File: src/rtl/branch_predictor.sv
// Direct-mapped BTB with 2-bit saturating direction counters. The lookup path is combinational.
// Updates are resolved in EX and become visible on the next cycle. Resolved and mispredicted branches are counted.
module branch_predictor #(
  parameter int ENTRY_BITS = 4
) (
  input  logic        clk,
  input  logic        rst,
  input  logic [31:0] PCF,
  output logic [31:0] PredPCF,
  output logic        BTBHitF,
  output logic        PredTakenF,
  input  logic        UpdEnE,
  input  logic [31:0] PCE,
  input  logic        TakenE,
  input  logic [31:0] TargetE,
  input  logic [31:0] PredPCE,
  output logic        MispredE,
  output logic [31:0] BrCnt,
  output logic [31:0] MissCnt
);

  localparam int ENTRIES = 1 << ENTRY_BITS;
  localparam int TAG_W   = 32 - ENTRY_BITS - 2;

  logic [ENTRIES-1:0] r_valid;
  logic [TAG_W-1:0]   r_tag    [ENTRIES];
  logic [31:0]        r_target [ENTRIES];
  logic [1:0]         r_ctr    [ENTRIES];
  logic [31:0]        r_br_cnt;
  logic [31:0]        r_miss_cnt;

  logic [ENTRY_BITS-1:0] w_f_idx;
  logic [ENTRY_BITS-1:0] w_e_idx;
  logic [TAG_W-1:0]      w_f_tag;
  logic [TAG_W-1:0]      w_e_tag;
  logic                  w_e_hit;
  logic [31:0]           w_actual_npc;
  logic                  w_unused;

  assign w_f_idx  = PCF[ENTRY_BITS+1:2];
  assign w_f_tag  = PCF[31:ENTRY_BITS+2];
  assign w_e_idx  = PCE[ENTRY_BITS+1:2];
  assign w_e_tag  = PCE[31:ENTRY_BITS+2];
  assign w_unused = &{1'b0, PCF[1:0], PCE[1:0]};

  always_comb begin
    BTBHitF    = r_valid[w_f_idx] && (r_tag[w_f_idx] == w_f_tag);
    PredTakenF = BTBHitF && r_ctr[w_f_idx][1];
    PredPCF    = PredTakenF ? r_target[w_f_idx] : PCF + 32'd4;
  end

  always_comb begin
    w_e_hit      = r_valid[w_e_idx] && (r_tag[w_e_idx] == w_e_tag);
    w_actual_npc = TakenE ? TargetE : PCE + 32'd4;
    MispredE     = UpdEnE && (w_actual_npc != PredPCE);
  end

  // Tag/target need no reset; a taken resolve always (re)writes them, on a hit the tag is unchanged.
  always_ff @(posedge clk) begin
    if (!rst && UpdEnE && TakenE) begin
      r_tag[w_e_idx]    <= w_e_tag;
      r_target[w_e_idx] <= TargetE;
    end
  end

  always_ff @(posedge clk) begin
    if (rst) begin
      r_valid    <= '0;
      r_ctr      <= '{default: 2'b01};
      r_br_cnt   <= '0;
      r_miss_cnt <= '0;
    end else if (UpdEnE) begin
      r_br_cnt <= r_br_cnt + 32'd1;
      if (MispredE) r_miss_cnt <= r_miss_cnt + 32'd1;
      if (w_e_hit) begin
        if (TakenE && r_ctr[w_e_idx] != 2'b11)
          r_ctr[w_e_idx] <= r_ctr[w_e_idx] + 2'd1;
        else if (!TakenE && r_ctr[w_e_idx] != 2'b00)
          r_ctr[w_e_idx] <= r_ctr[w_e_idx] - 2'd1;
      end else if (TakenE) begin
        r_valid[w_e_idx] <= 1'b1;
        r_ctr[w_e_idx]   <= 2'b10;
      end
    end
  end

  assign BrCnt   = r_br_cnt;
  assign MissCnt = r_miss_cnt;

endmodule
File: config.mk
export PLATFORM = sky130hd
export DESIGN_NAME = branch_predictor
export DESIGN_NICKNAME = d
export VERILOG_FILES = /design/src/rtl/branch_predictor.sv
export SDC_FILE = /design/constraint.sdc
export NUM_CORES = 2
export LEC_CHECK = 0
export BUFFER_PORTS_ARGS = -buffer_cell sky130_fd_sc_hd__buf_2
export CAP_MARGIN = 15
export CORE_AREA = 2 2 469 285
export DETAILED_ROUTE_END_ITERATION = 12
export DIE_AREA = 0 0 471 287
export GPL_TIMING_DRIVEN = 0
export PLACE_DENSITY = 0.58
export SYNTH_ARGS = -nofsm -noshare
export SYNTH_HDL_FRONTEND = slang
export SYNTH_SLANG_ARGS = --single-unit
export TNS_END_PERCENT = 10
File: constraint.sdc
create_clock -name clk -period 5.4 [get_ports clk]
set_input_delay 1.08 -clock clk [delete_from_list [all_inputs] [get_ports clk]]
set_output_delay 1.08 -clock clk [all_outputs]
set_load 0.02 [all_outputs]
-- Word-level counts from Yosys, hierarchy flattened
Memories as Yosys holds them, arrays and structs flattened.
Cells that the tools add are included.
- register bits: 112
- bits in writable memories: 928
- bits of input ports: 132
- output and inout bits: 99
- word-level logic and storage cells: 86
- memories: 2
- $add $sub $neg: 6
- order comparisons: 6
- eq/ne operators: 5
- muxes and demuxes: 24
- bitwise operators: 7
- reduce and logical (&&, ||, !) cells: 17
- memory list (name ; words ; width ; read ports ; clocked after Yosys merged registers in ; write ports ; line ; text):
    r_target ; 16 ; 32 ; 1 ; 0 ; 1 ; 27 ; logic [31:0] r_target [ENTRIES];
    r_tag ; 16 ; 26 ; 2 ; 0 ; 1 ; 26 ; logic [TAG_W-1:0] r_tag [ENTRIES];
- operators by type and width (kind ; number):
    $mux W32 ; 6
    $add A32 B1 Y32 const B ; 2
    $add A32 B3 Y32 const B ; 2
    $bwmux W32 ; 2
    $eq A26 B26 Y1 ; 2
    $ne A32 B32 Y1 ; 1
    $or A16 B16 Y16 ; 2
    $and A16 B16 Y16 ; 1
    $bmux W2 S4 ; 2
    $not A16 Y16 ; 1
    $ge A5 B5 Y1 const B ; 2
    $logic_and A1 B1 Y1 ; 10
    $lt A4 B5 Y1 const B ; 2
    $mux W2 ; 5
    $not A4 Y5 ; 2
    $bmux W1 S4 ; 2
    $demux W2 S4 ; 1
    $reduce_and A3 Y1 ; 2
    $lt A5 B1 Y1 const B ; 1
    $mux W1 ; 5
    $demux W1 S4 ; 1
    $ge A4 B1 Y1 const B ; 1
    $reduce_bool A2 Y1 ; 2
    $ne A3 B1 Y1 const B ; 1
    other kinds (6) ; 7

-- Longest topological paths before layout
- word-level depth: 9
- depth in mapped cells: 15
- gate-level depth less buffers: 12

-- Least setup slack after synthesis
OpenSTA, ideal clock, no wires.
- path type: input to register
- start: in PCE[5]
- end: mem r_tag[11][0] in the netlist's numbering, enable pin
- library setup time: 0.474 ns
- arrival: 4.956 ns
- required time: 4.926 ns
- setup slack: -0.030 ns
- stages: 8
- buffers on the path: 5
- cells stage by stage: buf_4 buf_2 buf_2 buf_2 nor2b_1 clkbuf_1 nand2_1 nor2_1
- RTL lines (what ; line ; text):
    from (decl) ; 13 ; input logic [31:0] PCE,
    to (decl) ; 26 ;
No word-level cell before the write port.

-- Final worst setup path
- start: in PCF[4]
- end: out PredPCF[6]
- cells in the longest elaborated chain, start to end: 6
- elaborated cells between the ends (all ways): 13
- those cells by class: add/sub: 1; eq/ne: 1; mux: 6; bitwise: 1; reduce/logical: 2; memory: 2
- ends and longest elaborated chain (what ; line ; text):
    from (decl) ; 8 ; input logic [31:0] PCF,
    branches (longest 5 deep; another with $mem_v2 Z16 W26) ; -- ;
    $mux W32 * ; 49 ; PredPCF = PredTakenF ? r_target[w_f_idx] : PCF + 32'd4;
    to (decl) ; 9 ; output logic [31:0] PredPCF,
Mark *: on every way between the ends. The select of a mux whose other input is x is not followed.

==> metrics.md <==
| Metric | Value |
|---|---|
| Min Clock Period, post-route | 5910 ps |
| Worst Path Arrival | 4830 ps |
| Total track usage | 24.3% |
| Largest net degree at the start of global routing | 24 |
| Synthesized cell area | 46700 µm² |
| DRT Pass-1 Iters | 8 |
| Detailed Route Iter0 Violations | 4737 |
| Die Ht | 287 µm |
| Clock latency on the worst-skew pair | 740 ps |
| Synth Register Bits | 1040 |
| Worst-margin pin slew | 1180 ps |
| Period utilisation layout | 110% |
| Setup ws final | -514 ps |
| Async S/R FF share, synth | 0% |
| Pre-CTS WS | -2640 ps |
| F_max | 169 MHz |
| RSZ-0062 raised after global routing | true |
| Vias in the first global route | 27500 |
| GR Overflow Total | 0 |
| Post-route ant nets | 0 |
| Remaining DRCs | 0 |
| Power Internal | 13.2 mW |
| Cts bufs inserted | 97 |
| Core ar. | 131000 µm² |
| Worst Skew | 52.1 ps |
| WL/cell | 34.2 µm |
| Maximum vdd drop | 0.000261 V |
| Slew HR | 21.3% |
| # hold bufs at CTS | 0 |
| Clk root buf | clkbuf_16 |
| Num Clock Sinks | 1040 |
| Die width | 471 µm |
| Clk pin slew, worst setup/hold paths | 70 ps |
| Sequential Power Share | 50.8% |
| Finish-stage setup viols | 34 |
| WP data required | 4320 ps |
| Combinational share of power | 9.3% |
| Sequential fraction of the synthesis area | 64.4% |
| Final WL | 166 mm |
| Layout overhead on the synthesized area | 18.7% |
| CTS tree | done |
| Net load switching power | 4.20 mW |
| Max-cap violations | 0 |
| Startpoint Class | primary input |
| Detail Placement HPWL | 118 mm |
| # nets final | 3183 |
| Rows | 103 |
| Share of the synthesized area in the top cell type | 59.6% |
| Share of post-route cells with drive strength above 1 | 32.6% |
| Synth area leaders | edfxtp_1 60%, mux4_2 19%, dfxtp_1 4.8% |
| Leading area contributor after synthesis | edfxtp_1 |
| Switch share | 24.2% |
| Total power | 17.4 mW |
| Antenna violations before repair | 18 |
| Initial Util | 35.7% |
| Worst setup EP type | output pin |
| Crit Path Max Fanout | 10 |
| Max Root-Sink Buffers | 3 |
| Ys flop type | edfxtp_1 |
| P_leak | 17.9 nW |
| Die area | 135000 µm² |
| Setup TNS | -14540 ps |
| Count of cell types in the netlist | 73 |
| Worst hold slack | 495 ps |
| Failing checks | setup timing |
| Final Hold Vio Count | 0 |
| Fin cells | 4861 |
| EDFF count, synth | 928 |
| Worst Path Buf+Inv | 8 |
| Power density cells | 314 nW/µm² |
| CP cell instances | buf_2 -> buf_6 -> buf_6 -> buf_4 -> mux2i_1 -> a21oi_2 -> xnor2_1 -> nand4_1 -> nor4_4 -> nor4b_4 -> and2_1 -> buf_6 -> buf_12 -> buf_16 -> mux2_4 -> buf_6 |
| Worst path slowest cell | mux2i_1 |
| Crit path max-delay family | buffers and inverters |
| IO buf count | 229 |
| Most used cell, CP | buf_6 |
| Outcome | complete, but fails checks |
| Top-count cell post-synth | edfxtp_1 |
| Cells after DPL | 4649 |
| Via/cell ratio | 6.08 |
| # H-tree levels | 3 |
| Cells after Synth | 2631 |
| Vias | 29600 |
| Clock power share | 39.9% |
| Syn_nets | 2772 |
| I/O Pins | 231 |
| Routability Congestion | 0.964 |
| Critical path class | primary input to output pin |
| CP peak stage delay | 430 ps |
| First-pass GRT wire length | 228 mm |
| Final Max Slew Viols | 0 |
| Avg Cell Area, Syn | 17.8 µm² |
| Post-synth top cells | 928 x edfxtp_1, 392 x mux4_2, 138 x xnor2_1, 116 x nor2_1, 112 x dfxtp_1 |
| Yosys warns | 0 |
| Type of the worst min-delay path | flip-flop to flip-flop |
[kinds of logic after synthesis]
kind of cell | Yosys count | share of synthesized area, %
buffers and inverters | 191 | 1.99
XOR/XNOR | 192 | 3.60
AO/OA/AOI/OAI | 267 | 3.89
adder cells (fa/ha/maj) | 9 | 0.241
flip-flops | 1040 | 64.4
AND/OR/NAND/NOR | 439 | 4.71
multiplexers | 493 | 21.1
[layout make-up]
class	count	area (µm²)
clock buffer	126	2620
buffer	164	1180
clock inverter	52	490
timing repair buffer	313	2750
tap	1732	2170
multi-input combinational	1400	16000
fill	11600	75200
inverter	26	103
antenna	8	20.0
sequential	1040	30100
[what timing repair did]
action,4_1_cts,5_1_grt
buffers inserted,14,10
setup endpoints to repair,35,45
gates cloned,2,0
pin swaps,7,9
gates resized for setup,206,37
endpoints found under the hold margin,0,0
[per-stage QoR]
step | utilization (%) | area, µm²
floorplan | - | 46700
global placement | 38.3 | 50000
detailed placement | 39.3 | 51300
CTS | 42.2 | 55200
global route | 42.4 | 55400
finish | 42.4 | 55500
[power groups by stage]
stage                     clock network [mW]  logic (mW)  registers (mW)
final                                   6.94        1.62            8.83
after global routing                    7.33        1.67            8.83
after CTS                               7.02        1.57            8.83
after detailed placement                   0        1.51            9.00
after global placement                     0        1.48            9.01
after floorplan                            0       0.806            9.00
[state kept, by name (all words and copies together), names as in the netlist]
signal,count
r_ctr,32
MissCnt,32
BrCnt,32
r_tag,416
r_valid,16
r_target,512
[worst min-delay path, cell delays in order, from the launching register on]
cell and delay, ps:
dfxtp_1 330, o22ai_1 80, o21ai_0 60
[worst paths after layout]
| kind | startpoint | slack, ps | depth (start not counted) | to |
|---|---|---|---|---|
| min | r_ctr[10]$_SDFFE_PP1P_ | 500 | 2 | r_ctr[10]$_SDFFE_PP1P_ |
| min reg2reg | r_ctr[10]$_SDFFE_PP1P_ | 500 | 2 | r_ctr[10]$_SDFFE_PP1P_ |
| max reg2reg | r_tag[4][21]$_DFFE_PP_ | 1140 | 11 | r_ctr[23]$_SDFFE_PP0P_ |
| max | PCF[4] | -510 | 16 | PredPCF[6] |
[layer usage]
metal	share of wire (%)	track usage (%)	vias up
li1	-	-	11600
met1	42	36.8	15500
met2	41	33.1	2161
met3	13	7.31	254
met4	3.4	7.59	10
met5	0.034	0	-
[cells in the final DEF, fill, tap and decap left out, types with 40 or more instances in the layout]
master / n
buf_12: 50
buf_2: 241
clkbuf_1: 69
clkbuf_16: 99
dfxtp_1: 112
edfxtp_1: 928
mux2i_1: 74
mux4_2: 392
nand2_1: 93
nand3_1: 57
nand4_1: 40
nor2_1: 100
xnor2_1: 134
xor2_1: 54
Power figures use the tool's default switching activity.
